<file path="config.mk">
export PLATFORM = sky130hd
export DESIGN_NAME = uart_rx_ctrl_flat
export DESIGN_NICKNAME = d
export VERILOG_FILES = /design/src/rtl/uart_rx_ctrl_if.sv /design/src/rtl/uart_rx_ctrl.sv /design/src/flat_wrapper.sv
export SDC_FILE = /design/constraint.sdc
export NUM_CORES = 1
export LEC_CHECK = 0
export CELL_PAD_IN_SITES_DETAIL_PLACEMENT = 2
export CELL_PAD_IN_SITES_GLOBAL_PLACEMENT = 2
export CORE_MARGIN = 5
export CORE_UTILIZATION = 37
export CTS_CLUSTER_DIAMETER = 120
export CTS_CLUSTER_SIZE = 40
export DETAILED_ROUTE_END_ITERATION = 10
export PLACE_DENSITY = 0.8
export SLEW_MARGIN = 10
export SYNTH_ARGS = -nofsm -noshare
export SYNTH_HDL_FRONTEND = slang
export SYNTH_SLANG_ARGS = --single-unit
</file>
<file path="constraint.sdc">
create_clock -name CLK -period 2.35 [get_ports CLK]
set_input_delay 0.47 -clock CLK [delete_from_list [all_inputs] [get_ports CLK]]
set_output_delay 0.47 -clock CLK [all_outputs]
set_load 0.1 [all_outputs]
</file>
<file path="src/rtl/uart_rx_ctrl_if.sv">
// Receive-FIFO output stream between uart_rx_ctrl and its consumer.
// The controller drives the head word and its valid flag, and the consumer returns ready.
interface uart_rx_ctrl_if #(
    parameter int unsigned DATA_WIDTH = 8
);
    logic [DATA_WIDTH-1:0] out_data;
    logic                  out_valid;
    logic                  out_ready;

    modport master (
        output out_data,
        output out_valid,
        input  out_ready
    );

    modport slave (
        input  out_data,
        input  out_valid,
        output out_ready
    );
endinterface

</file>
<file path="src/rtl/uart_rx_ctrl.sv">
// UART RX control layer: frame-boundary config update plus receive FIFO with overflow flag.
// Optional parity/stop error counters are enabled by defining UART_RX_ERR_CNT_EN.
module uart_rx_ctrl #(
    parameter int unsigned DATA_WIDTH     = 8,
    parameter int unsigned PRESCALE_WIDTH = 6,
    parameter int unsigned FIFO_DEPTH     = 4,
    parameter int unsigned DEF_PRESCALE   = 8
) (
    input  logic                        CLK,
    input  logic                        RST,
    input  logic                        cfg_wr,
    input  logic [PRESCALE_WIDTH-1:0]   cfg_prescale,
    input  logic                        cfg_par_en,
    input  logic                        cfg_par_typ,
    output logic                        cfg_ack,
    output logic                        cfg_err,
    output logic [PRESCALE_WIDTH-1:0]   Prescale,
    output logic                        PAR_EN,
    output logic                        PAR_TYP,
    input  logic                        rx_busy,
    output logic                        rx_hold,
    input  logic                        data_valid,
    input  logic [DATA_WIDTH-1:0]       P_DATA,
    input  logic                        par_err,
    input  logic                        stp_err,
    uart_rx_ctrl_if.master              rx_out,
    output logic [$clog2(FIFO_DEPTH):0] fifo_cnt,
    output logic                        ovf,
    input  logic                        ovf_clr
`ifdef UART_RX_ERR_CNT_EN
    ,
    input  logic                        err_cnt_clr,
    output logic [7:0]                  par_err_cnt,
    output logic [7:0]                  stp_err_cnt
`endif
);

    localparam int unsigned AW = $clog2(FIFO_DEPTH);
    localparam int unsigned CW = AW + 1;

    typedef struct packed {
        logic [PRESCALE_WIDTH-1:0] prescale;
        logic                      par_en;
        logic                      par_typ;
    } cfg_t;

    typedef enum logic [1:0] {
        IDLE  = 2'd0,
        PEND  = 2'd1,
        APPLY = 2'd2
    } state_t;

    localparam cfg_t CFG_RST = '{prescale: PRESCALE_WIDTH'(DEF_PRESCALE),
                                 par_en:   1'b0,
                                 par_typ:  1'b0};

    // ------------------------------------------------------------------
    // Configuration FSM
    // ------------------------------------------------------------------
    state_t state_q, state_d;
    cfg_t   shadow_q, shadow_d;
    cfg_t   active_q;
    cfg_t   held_q, held_d;
    logic   held_vld_q, held_vld_d;
    logic   ack_d, err_d, hold_d, apply_c;
    cfg_t   live_c, req_c;
    logic   wr_c, legal_c;

    always_comb begin
        live_c = '{prescale: cfg_prescale, par_en: cfg_par_en, par_typ: cfg_par_typ};
        // A fresh write supersedes one parked during APPLY
        req_c   = cfg_wr ? live_c : held_q;
        wr_c    = cfg_wr || held_vld_q;
        legal_c = (req_c.prescale == PRESCALE_WIDTH'(8))  ||
                  (req_c.prescale == PRESCALE_WIDTH'(16)) ||
                  (req_c.prescale == PRESCALE_WIDTH'(32));
    end

    always_ff @(posedge CLK or negedge RST) begin
        if (!RST) begin
            state_q <= IDLE;
        end else begin
            state_q <= state_d;
        end
    end

    always_comb begin
        state_d    = state_q;
        shadow_d   = shadow_q;
        held_d     = held_q;
        held_vld_d = held_vld_q;
        err_d      = 1'b0;
        apply_c    = 1'b0;
        case (state_q)
            IDLE: begin
                if (wr_c) begin
                    held_vld_d = 1'b0;
                    if (legal_c) begin
                        shadow_d = req_c;
                        state_d  = PEND;
                    end else begin
                        err_d = 1'b1;
                    end
                end
            end
            PEND: begin
                // Any write this cycle postpones the apply by one cycle
                if (cfg_wr) begin
                    if (legal_c) begin
                        shadow_d = req_c;
                    end else begin
                        err_d = 1'b1;
                    end
                end else if (!rx_busy) begin
                    state_d = APPLY;
                end
            end
            APPLY: begin
                apply_c = 1'b1;
                state_d = IDLE;
                if (cfg_wr) begin
                    held_d     = live_c;
                    held_vld_d = 1'b1;
                end
            end
            default: begin
                state_d = IDLE;
            end
        endcase
        ack_d  = (state_d == APPLY);
        hold_d = (state_d != IDLE);
    end

    always_ff @(posedge CLK or negedge RST) begin
        if (!RST) begin
            shadow_q   <= CFG_RST;
            active_q   <= CFG_RST;
            held_q     <= CFG_RST;
            held_vld_q <= 1'b0;
            cfg_ack    <= 1'b0;
            cfg_err    <= 1'b0;
            rx_hold    <= 1'b0;
        end else begin
            shadow_q   <= shadow_d;
            held_q     <= held_d;
            held_vld_q <= held_vld_d;
            cfg_ack    <= ack_d;
            cfg_err    <= err_d;
            rx_hold    <= hold_d;
            if (apply_c) begin
                active_q <= shadow_q;
            end
        end
    end

    assign Prescale = active_q.prescale;
    assign PAR_EN   = active_q.par_en;
    assign PAR_TYP  = active_q.par_typ;

    // ------------------------------------------------------------------
    // Receive FIFO
    // ------------------------------------------------------------------
    logic [DATA_WIDTH-1:0] mem_q [FIFO_DEPTH];
    logic [AW-1:0]         wr_ptr_q, rd_ptr_q;
    logic [CW-1:0]         cnt_q;
    logic                  full_c, pop_c, push_c, ovf_set_c;

    always_comb begin
        full_c    = (cnt_q == CW'(FIFO_DEPTH));
        pop_c     = (cnt_q != '0) && rx_out.out_ready;
        // When full, a simultaneous pop frees the slot the push needs
        push_c    = data_valid && (!full_c || pop_c);
        ovf_set_c = data_valid && full_c && !pop_c;
    end

    always_ff @(posedge CLK or negedge RST) begin
        if (!RST) begin
            for (int i = 0; i < int'(FIFO_DEPTH); i++) begin
                mem_q[i] <= '0;
            end
            wr_ptr_q <= '0;
            rd_ptr_q <= '0;
            cnt_q    <= '0;
        end else begin
            if (push_c) begin
                mem_q[wr_ptr_q] <= P_DATA;
                wr_ptr_q        <= wr_ptr_q + AW'(1);
            end
            if (pop_c) begin
                rd_ptr_q <= rd_ptr_q + AW'(1);
            end
            cnt_q <= cnt_q + CW'(push_c) - CW'(pop_c);
        end
    end

    always_ff @(posedge CLK or negedge RST) begin
        if (!RST) begin
            ovf <= 1'b0;
        end else if (ovf_set_c) begin
            ovf <= 1'b1;
        end else if (ovf_clr) begin
            ovf <= 1'b0;
        end
    end

    assign rx_out.out_data  = mem_q[rd_ptr_q];
    assign rx_out.out_valid = (cnt_q != '0);
    assign fifo_cnt         = cnt_q;

    // ------------------------------------------------------------------
    // Optional receiver error counters
    // ------------------------------------------------------------------
`ifdef UART_RX_ERR_CNT_EN
    always_ff @(posedge CLK or negedge RST) begin
        if (!RST) begin
            par_err_cnt <= '0;
            stp_err_cnt <= '0;
        end else if (err_cnt_clr) begin
            par_err_cnt <= '0;
            stp_err_cnt <= '0;
        end else begin
            if (par_err && (par_err_cnt != 8'hFF)) begin
                par_err_cnt <= par_err_cnt + 8'd1;
            end
            if (stp_err && (stp_err_cnt != 8'hFF)) begin
                stp_err_cnt <= stp_err_cnt + 8'd1;
            end
        end
    end
`else
    logic unused_err_c;
    assign unused_err_c = par_err | stp_err;
`endif

endmodule
</file>
<file path="src/flat_wrapper.sv">
// flat-port wrapper written by rule: the top's interface ports become plain ports
module uart_rx_ctrl_flat 
#(
    parameter int unsigned DATA_WIDTH     = 8,
    parameter int unsigned PRESCALE_WIDTH = 6,
    parameter int unsigned FIFO_DEPTH     = 4,
    parameter int unsigned DEF_PRESCALE   = 8
)
  (CLK, RST, cfg_wr, cfg_prescale, cfg_par_en, cfg_par_typ, cfg_ack, cfg_err, Prescale, PAR_EN, PAR_TYP, rx_busy, rx_hold, data_valid, P_DATA, par_err, stp_err, fifo_cnt, ovf, ovf_clr, rx_out_out_data, rx_out_out_valid, rx_out_out_ready);
  uart_rx_ctrl_if #(.DATA_WIDTH(DATA_WIDTH)) rx_out_i ();
  input  logic CLK;
  input  logic RST;
  input  logic cfg_wr;
  input  logic [PRESCALE_WIDTH-1:0] cfg_prescale;
  input  logic cfg_par_en;
  input  logic cfg_par_typ;
  output logic cfg_ack;
  output logic cfg_err;
  output logic [PRESCALE_WIDTH-1:0] Prescale;
  output logic PAR_EN;
  output logic PAR_TYP;
  input  logic rx_busy;
  output logic rx_hold;
  input  logic data_valid;
  input  logic [DATA_WIDTH-1:0] P_DATA;
  input  logic par_err;
  input  logic stp_err;
  output logic [$clog2(FIFO_DEPTH):0] fifo_cnt;
  output logic ovf;
  input  logic ovf_clr;
  output wire logic [$bits(rx_out_i.out_data)-1:0] rx_out_out_data;
  output wire logic [$bits(rx_out_i.out_valid)-1:0] rx_out_out_valid;
  input wire logic [$bits(rx_out_i.out_ready)-1:0] rx_out_out_ready;
  assign rx_out_out_data = rx_out_i.out_data;
  assign rx_out_out_valid = rx_out_i.out_valid;
  assign rx_out_i.out_ready = rx_out_out_ready;
  uart_rx_ctrl #(.DATA_WIDTH(DATA_WIDTH), .PRESCALE_WIDTH(PRESCALE_WIDTH), .FIFO_DEPTH(FIFO_DEPTH), .DEF_PRESCALE(DEF_PRESCALE)) u_core (.CLK(CLK), .RST(RST), .cfg_wr(cfg_wr), .cfg_prescale(cfg_prescale), .cfg_par_en(cfg_par_en), .cfg_par_typ(cfg_par_typ), .cfg_ack(cfg_ack), .cfg_err(cfg_err), .Prescale(Prescale), .PAR_EN(PAR_EN), .PAR_TYP(PAR_TYP), .rx_busy(rx_busy), .rx_hold(rx_hold), .data_valid(data_valid), .P_DATA(P_DATA), .par_err(par_err), .stp_err(stp_err), .rx_out(rx_out_i), .fifo_cnt(fifo_cnt), .ovf(ovf), .ovf_clr(ovf_clr));
endmodule
</file>
# After elaboration in Yosys (flattened, before gate mapping)
# Cells that the tools add are included.
# op_classes
n_addsub	4
n_lt_le_gt_ge	3
n_eq_ne	10
n_mux	26
n_bitwise	2
reduce_logical	19
# ops
operator	count
$mux 8	7
$bwmux 32	1
$bmux 8 s2	1
$demux 8 s2	1
$pmux 8 s2	1
$mux 1	8
$mux 2	4
$reduce_bool 2->1	4
$eq 6x4->1 const B	1
$eq 6x5->1 const B	1
$eq 6x6->1 const B	1
$ge 3x3->1 const B	2
$not 2->3	2
$reduce_and 3->1	2
$logic_and 1x1->1	5
$add 2x1->2 const B	2
$eq 2x2->1 const B	2
$logic_or 1x1->1	4
$ne 2x2->1 const B	2
$pmux 1 s2	2
$pmux 2 s2	1
$add 3x1->3	1
$eq 3x3->1 const B	1
$lt 3x1->1 const B	1
other kinds (6)	7
# word_totals
ff_bits	70
input_bits	25
out_inout_bits	24
word_cells	86

# Depth between registers and ports, before layout
# logic_depth
word_depth	8
mapped_depth	8
ltp_nobuf	8

# Worst setup path after synthesis
# Ideal clock, no wire load.
# synth_path
path_type	reg-to-reg
startpoint	register u_core.cnt_q[1], in the netlist u_core.fifo_cnt[1]
endpoint	register u_core.cnt_q[2], in the netlist u_core.fifo_cnt[2]
setup_time_ps	126
t_arrival_ps	3155
required_time_ps	2224
setup_slack_ps	-932
stages_incl_launch_ff	9
path_buffers	0
period_less_slack_ps	3282
path_cell_list	dfrtp_1 > or3_1 > and2_1 > ha_1 > inv_1 > ha_1 > fa_1 > xnor2_1 > xnor2_1
# synth_via
elab_chain_cells	6
elab_cells_between_ends	8
classes_between	2 x add/sub; 1 x eq/ne; 5 x reduce/logical
# synth_lines
item	line	source
start, declared	uart_rx_ctrl.sv:165	logic [CW-1:0] cnt_q;
start signal, assigned	uart_rx_ctrl.sv:192	cnt_q <= cnt_q + CW'(push_c) - CW'(pop_c);
$reduce_bool 3->1 *	-	
via rx_out_out_valid	flat_wrapper.sv:32	output wire logic [$bits(rx_out_i.out_valid)-1:0] rx_out_out_valid;
$logic_and 1x1->1 *	uart_rx_ctrl.sv:170	pop_c = (cnt_q != '0) && rx_out.out_ready;
via u_core.pop_c	uart_rx_ctrl.sv:166	logic full_c, pop_c, push_c, ovf_set_c;
$logic_or 1x1->1	uart_rx_ctrl.sv:172	push_c = data_valid && (!full_c || pop_c);
$logic_and 1x1->1	uart_rx_ctrl.sv:172	
$add 3x1->3	uart_rx_ctrl.sv:192	
$sub 3x1->3 *	uart_rx_ctrl.sv:192	
# The timed path passes the listed nets; every way through them passes the cells marked *.
# A chain may end at the register's enable or synchronous reset.

# Final worst setup path
# layout_path
startpoint	input port cfg_wr
endpoint	register u_core.shadow_q[0] (netlist name)
# layout_via
elab_chain_cells	7
elab_cells_between_ends	14
classes_between	5 x eq/ne; 5 x mux; 4 x reduce/logical
# layout_lines
item	line	source
start, declared	flat_wrapper.sv:13	input logic cfg_wr;
$mux 8	-	
$eq 6x4->1 or $eq 6x5->1 (tied branches)	uart_rx_ctrl.sv:74, uart_rx_ctrl.sv:75	
$logic_or 1x1->1	uart_rx_ctrl.sv:74	legal_c = (req_c.prescale == PRESCALE_WIDTH'(8)) ||
$logic_or 1x1->1	uart_rx_ctrl.sv:75	(req_c.prescale == PRESCALE_WIDTH'(16)) ||
$mux 8	uart_rx_ctrl.sv:98, uart_rx_ctrl.sv:109	
$mux 8 (on tied branches)	uart_rx_ctrl.sv:108, uart_rx_ctrl.sv:96	
$pmux 8 s2	uart_rx_ctrl.sv:94	case (state_q)
end signal, assigned	uart_rx_ctrl.sv:144	shadow_q <= shadow_d;
end, declared	uart_rx_ctrl.sv:61	cfg_t shadow_q, shadow_d;
# Parallel ways exist; a longest one is shown, timed or not. The select of a mux whose other input is x is not followed.

==> impl_results.md <==
- Clk_skew: 11.6 ps
- GRT overflow: 0
- Worst endpoint required time: 2560 ps
- Largest area contributor in the synthesized netlist: dfrtp_1
- Global Route Usage Sum: 15.6%
- Hold Vio Cnt, Final: 0
- Final wirelength: 7.26 mm
- Die area: 10300 um2
- Synth area leaders: dfrtp_1, mux2_2, mux4_2
- Post-Syn Nets: 245
- N_diodes: 0
- CP max-delay cell: clkdlybuf4s50_1
- Largest net degree at the start of global routing: 43
- Post-cts repair resize count: 0
- RSZ-0062 raised after global routing: false
- Hold Path Class: in2async
- Mapped Area: 3080 um2
- Fraction of layout instances using a drive strength above 1: 46.0%
- Final critical-path share of the clock period: 95.9%
- Top FF cell, synth: dfrtp_1
- Detailed-route via count: 1963
- Reg2reg end: u_core.fifo_cnt[2]
- Initial DRT Pass Iterations: 2
- Setup CP Type: in2reg
- Reg clk slew, reported paths: 80 ps
- Row count: 33
- R2R depth: 8
- Initial antenna violation count: 0
- Die W: 101 um
- Worst Path Arrival: 2470 ps
- Fin crit period: 2250 ps
- MaxCap Viol Count: 0
- Asr flop ratio synth: 100%
- Post-synth EDFFs: 0
- Initial detailed-routing violation count: 25
- Vias in the first global route: 2276
- Slowest stage delay, CP: 580 ps
- R2r setup slk: 140 ps
- RR Startpoint: u_core.fifo_cnt[2]
- Pre-CTS WS: -260 ps
- Post-synth top area share: 54.4%
- Final worst slack: 96.7 ps
- DRC: 0
- Critical path capture point type: register
- Worst slew margin: 62.7%
- CTS Buf Count: 9
- Initial Utilization: 37.7%
- Setup total negative slack: 0 ps
- Post-DRT Antenna Nets: 0
- Die height: 101 um
- WL/cell: 18.3 um
- Post-CTS Setup Bufs: 0
- Actual slew at the worst max-slew pin: 559 ps
- H-Tree Depth: 3
- Commonest non-fill, non-tap cell in the layout: dfrtp_1
- Final setup viols: 0
- Clock latency on the worst-skew pair: 330 ps
- TritonCTS Sinks: 70
- Average size of a mapped cell: 14.5 um2
- Net count, final: 318
- Peak Freq: 444 MHz
- Core box area: 8180 um2
- Synth cell types: 36
- Register area share after synthesis: 57.0%
- Finished Layout Cells: 396
- Gp weighted congestion: 0.687
- First-pass GRT wire length: 12.2 mm
- Clk root buf: clkbuf_8
- DP Wirelength: 5.18 mm
- FF+latch count, synth: 70
- Cell Count Post-Placement: 380
- CTS tree: built
- # hold bufs at CTS: 0
- Worst path cell trace: clkdlybuf4s50_1 > nor4b_1 > o221ai_1 > a211oi_4 > buf_4 > mux2_4
- Buffers on Ports: 46
- Mapped Cells: 213
- Detailed-route vias per instance: 4.96
- YS warnings: 0
- Synthesis-to-finish area growth: 34.0%
- Most frequent cells in the layout: dfrtp_1, mux2_2, buf_4
- Status: complete, no violations
- Startpoint type of the worst setup path: primary input
- Io pins: 49
- Crit-path max FO: 6
- Max Slew Vio Count: 0
- Longest Clk Path Bufs: 2
## per-layer routing
| metal | share of wire (%) | GRT usage (%) |
|---|---|---|
| met1 | 41 | 18.6 |
| met2 | 55 | 27.9 |
| met3 | 3.9 | 3.37 |
| met4 | 0.76 | 5.21 |
| met5 | 0 | 0 |
## worst max-delay path, delay by kind of cell
kind            cells  cell delay (ps)
simple gates        1              420
mux                 1              300
compound gates      2              510
buf+inv             2              770
## sequential cells by signal, indices dropped and copies added, names as in the netlist
name	flops
u_core.shadow_q	8
u_core.cfg_ack	1
u_core.fifo_cnt	3
u_core.PAR_EN	1
u_core.cfg_err	1
u_core.held_q	8
u_core.wr_ptr_q	2
u_core.PAR_TYP	1
u_core.mem_q	32
u_core.ovf	1
u_core.Prescale	6
u_core.state_q	2
u_core.rx_hold	1
u_core.held_vld_q	1
u_core.rd_ptr_q	2
## kinds of logic (layout without fill, tap and decap cells)
kind of cell,Yosys count,count (layout),synth area share [%]
simple gates,31,31,5.24
buf+inv,18,96,2.48
xor+xnor,7,7,1.99
fa+ha+maj,7,7,3.09
mux,60,60,25.8
compound gates,20,20,4.39
flops,70,70,57.0
## synthesized netlist by cell type (2+ instances only)
cell	number
xnor2_1	6
nor3_1	2
mux2i_4	2
mux2i_1	2
clkbuf_1	4
a21oi_1	5
nand2_1	14
mux2_4	2
nor2b_1	2
dfrtp_1	67
inv_1	10
and2b_1	3
mux4_2	8
mux2_2	45
dfstp_2	3
o21ai_0	9
nor4_1	3
ha_1	6
or3_1	2
nor4b_1	2
## stage by stage
| stage | util (%) | hold slack (ps) | instance area, um2 |
|---|---|---|---|
| floorplan | - | 174 | 3120 |
| global placement | 48.3 | 371 | 3950 |
| detailed placement | 48.3 | 381 | 3950 |
| CTS | 50.5 | 7.26 | 4130 |
| global route | 50.5 | 24.0 | 4130 |
| finish | 50.5 | 19.7 | 4130 |
## cell type report
class	instances	area, um2
clock buffers	13	159
clock inverters	3	18.8
fillers	788	4050
inverters	11	41.3
multi-input cells	125	1280
flip-flops and latches	70	1760
well taps	105	131
repair buffers	69	731
## worst max-delay path by stage
stage                     cells after the start                  to          startpoint  slack (ps)
after global placement                        7  u_core.shadow_q[0]              cfg_wr        -140
after CTS                                     8    u_core.mem_q[18]    rx_out_out_ready         100
final                                         6  u_core.shadow_q[0]              cfg_wr         100
after floorplan                               8  u_core.fifo_cnt[2]  u_core.fifo_cnt[2]        -200
after global routing                          8    u_core.mem_q[13]    rx_out_out_ready          20
after detailed placement                      8    u_core.mem_q[18]    rx_out_out_ready        -260
Power is left out: the tool's default activity adds up to more than one toggle a clock period on the data nets, which glitch-free logic cannot reach.
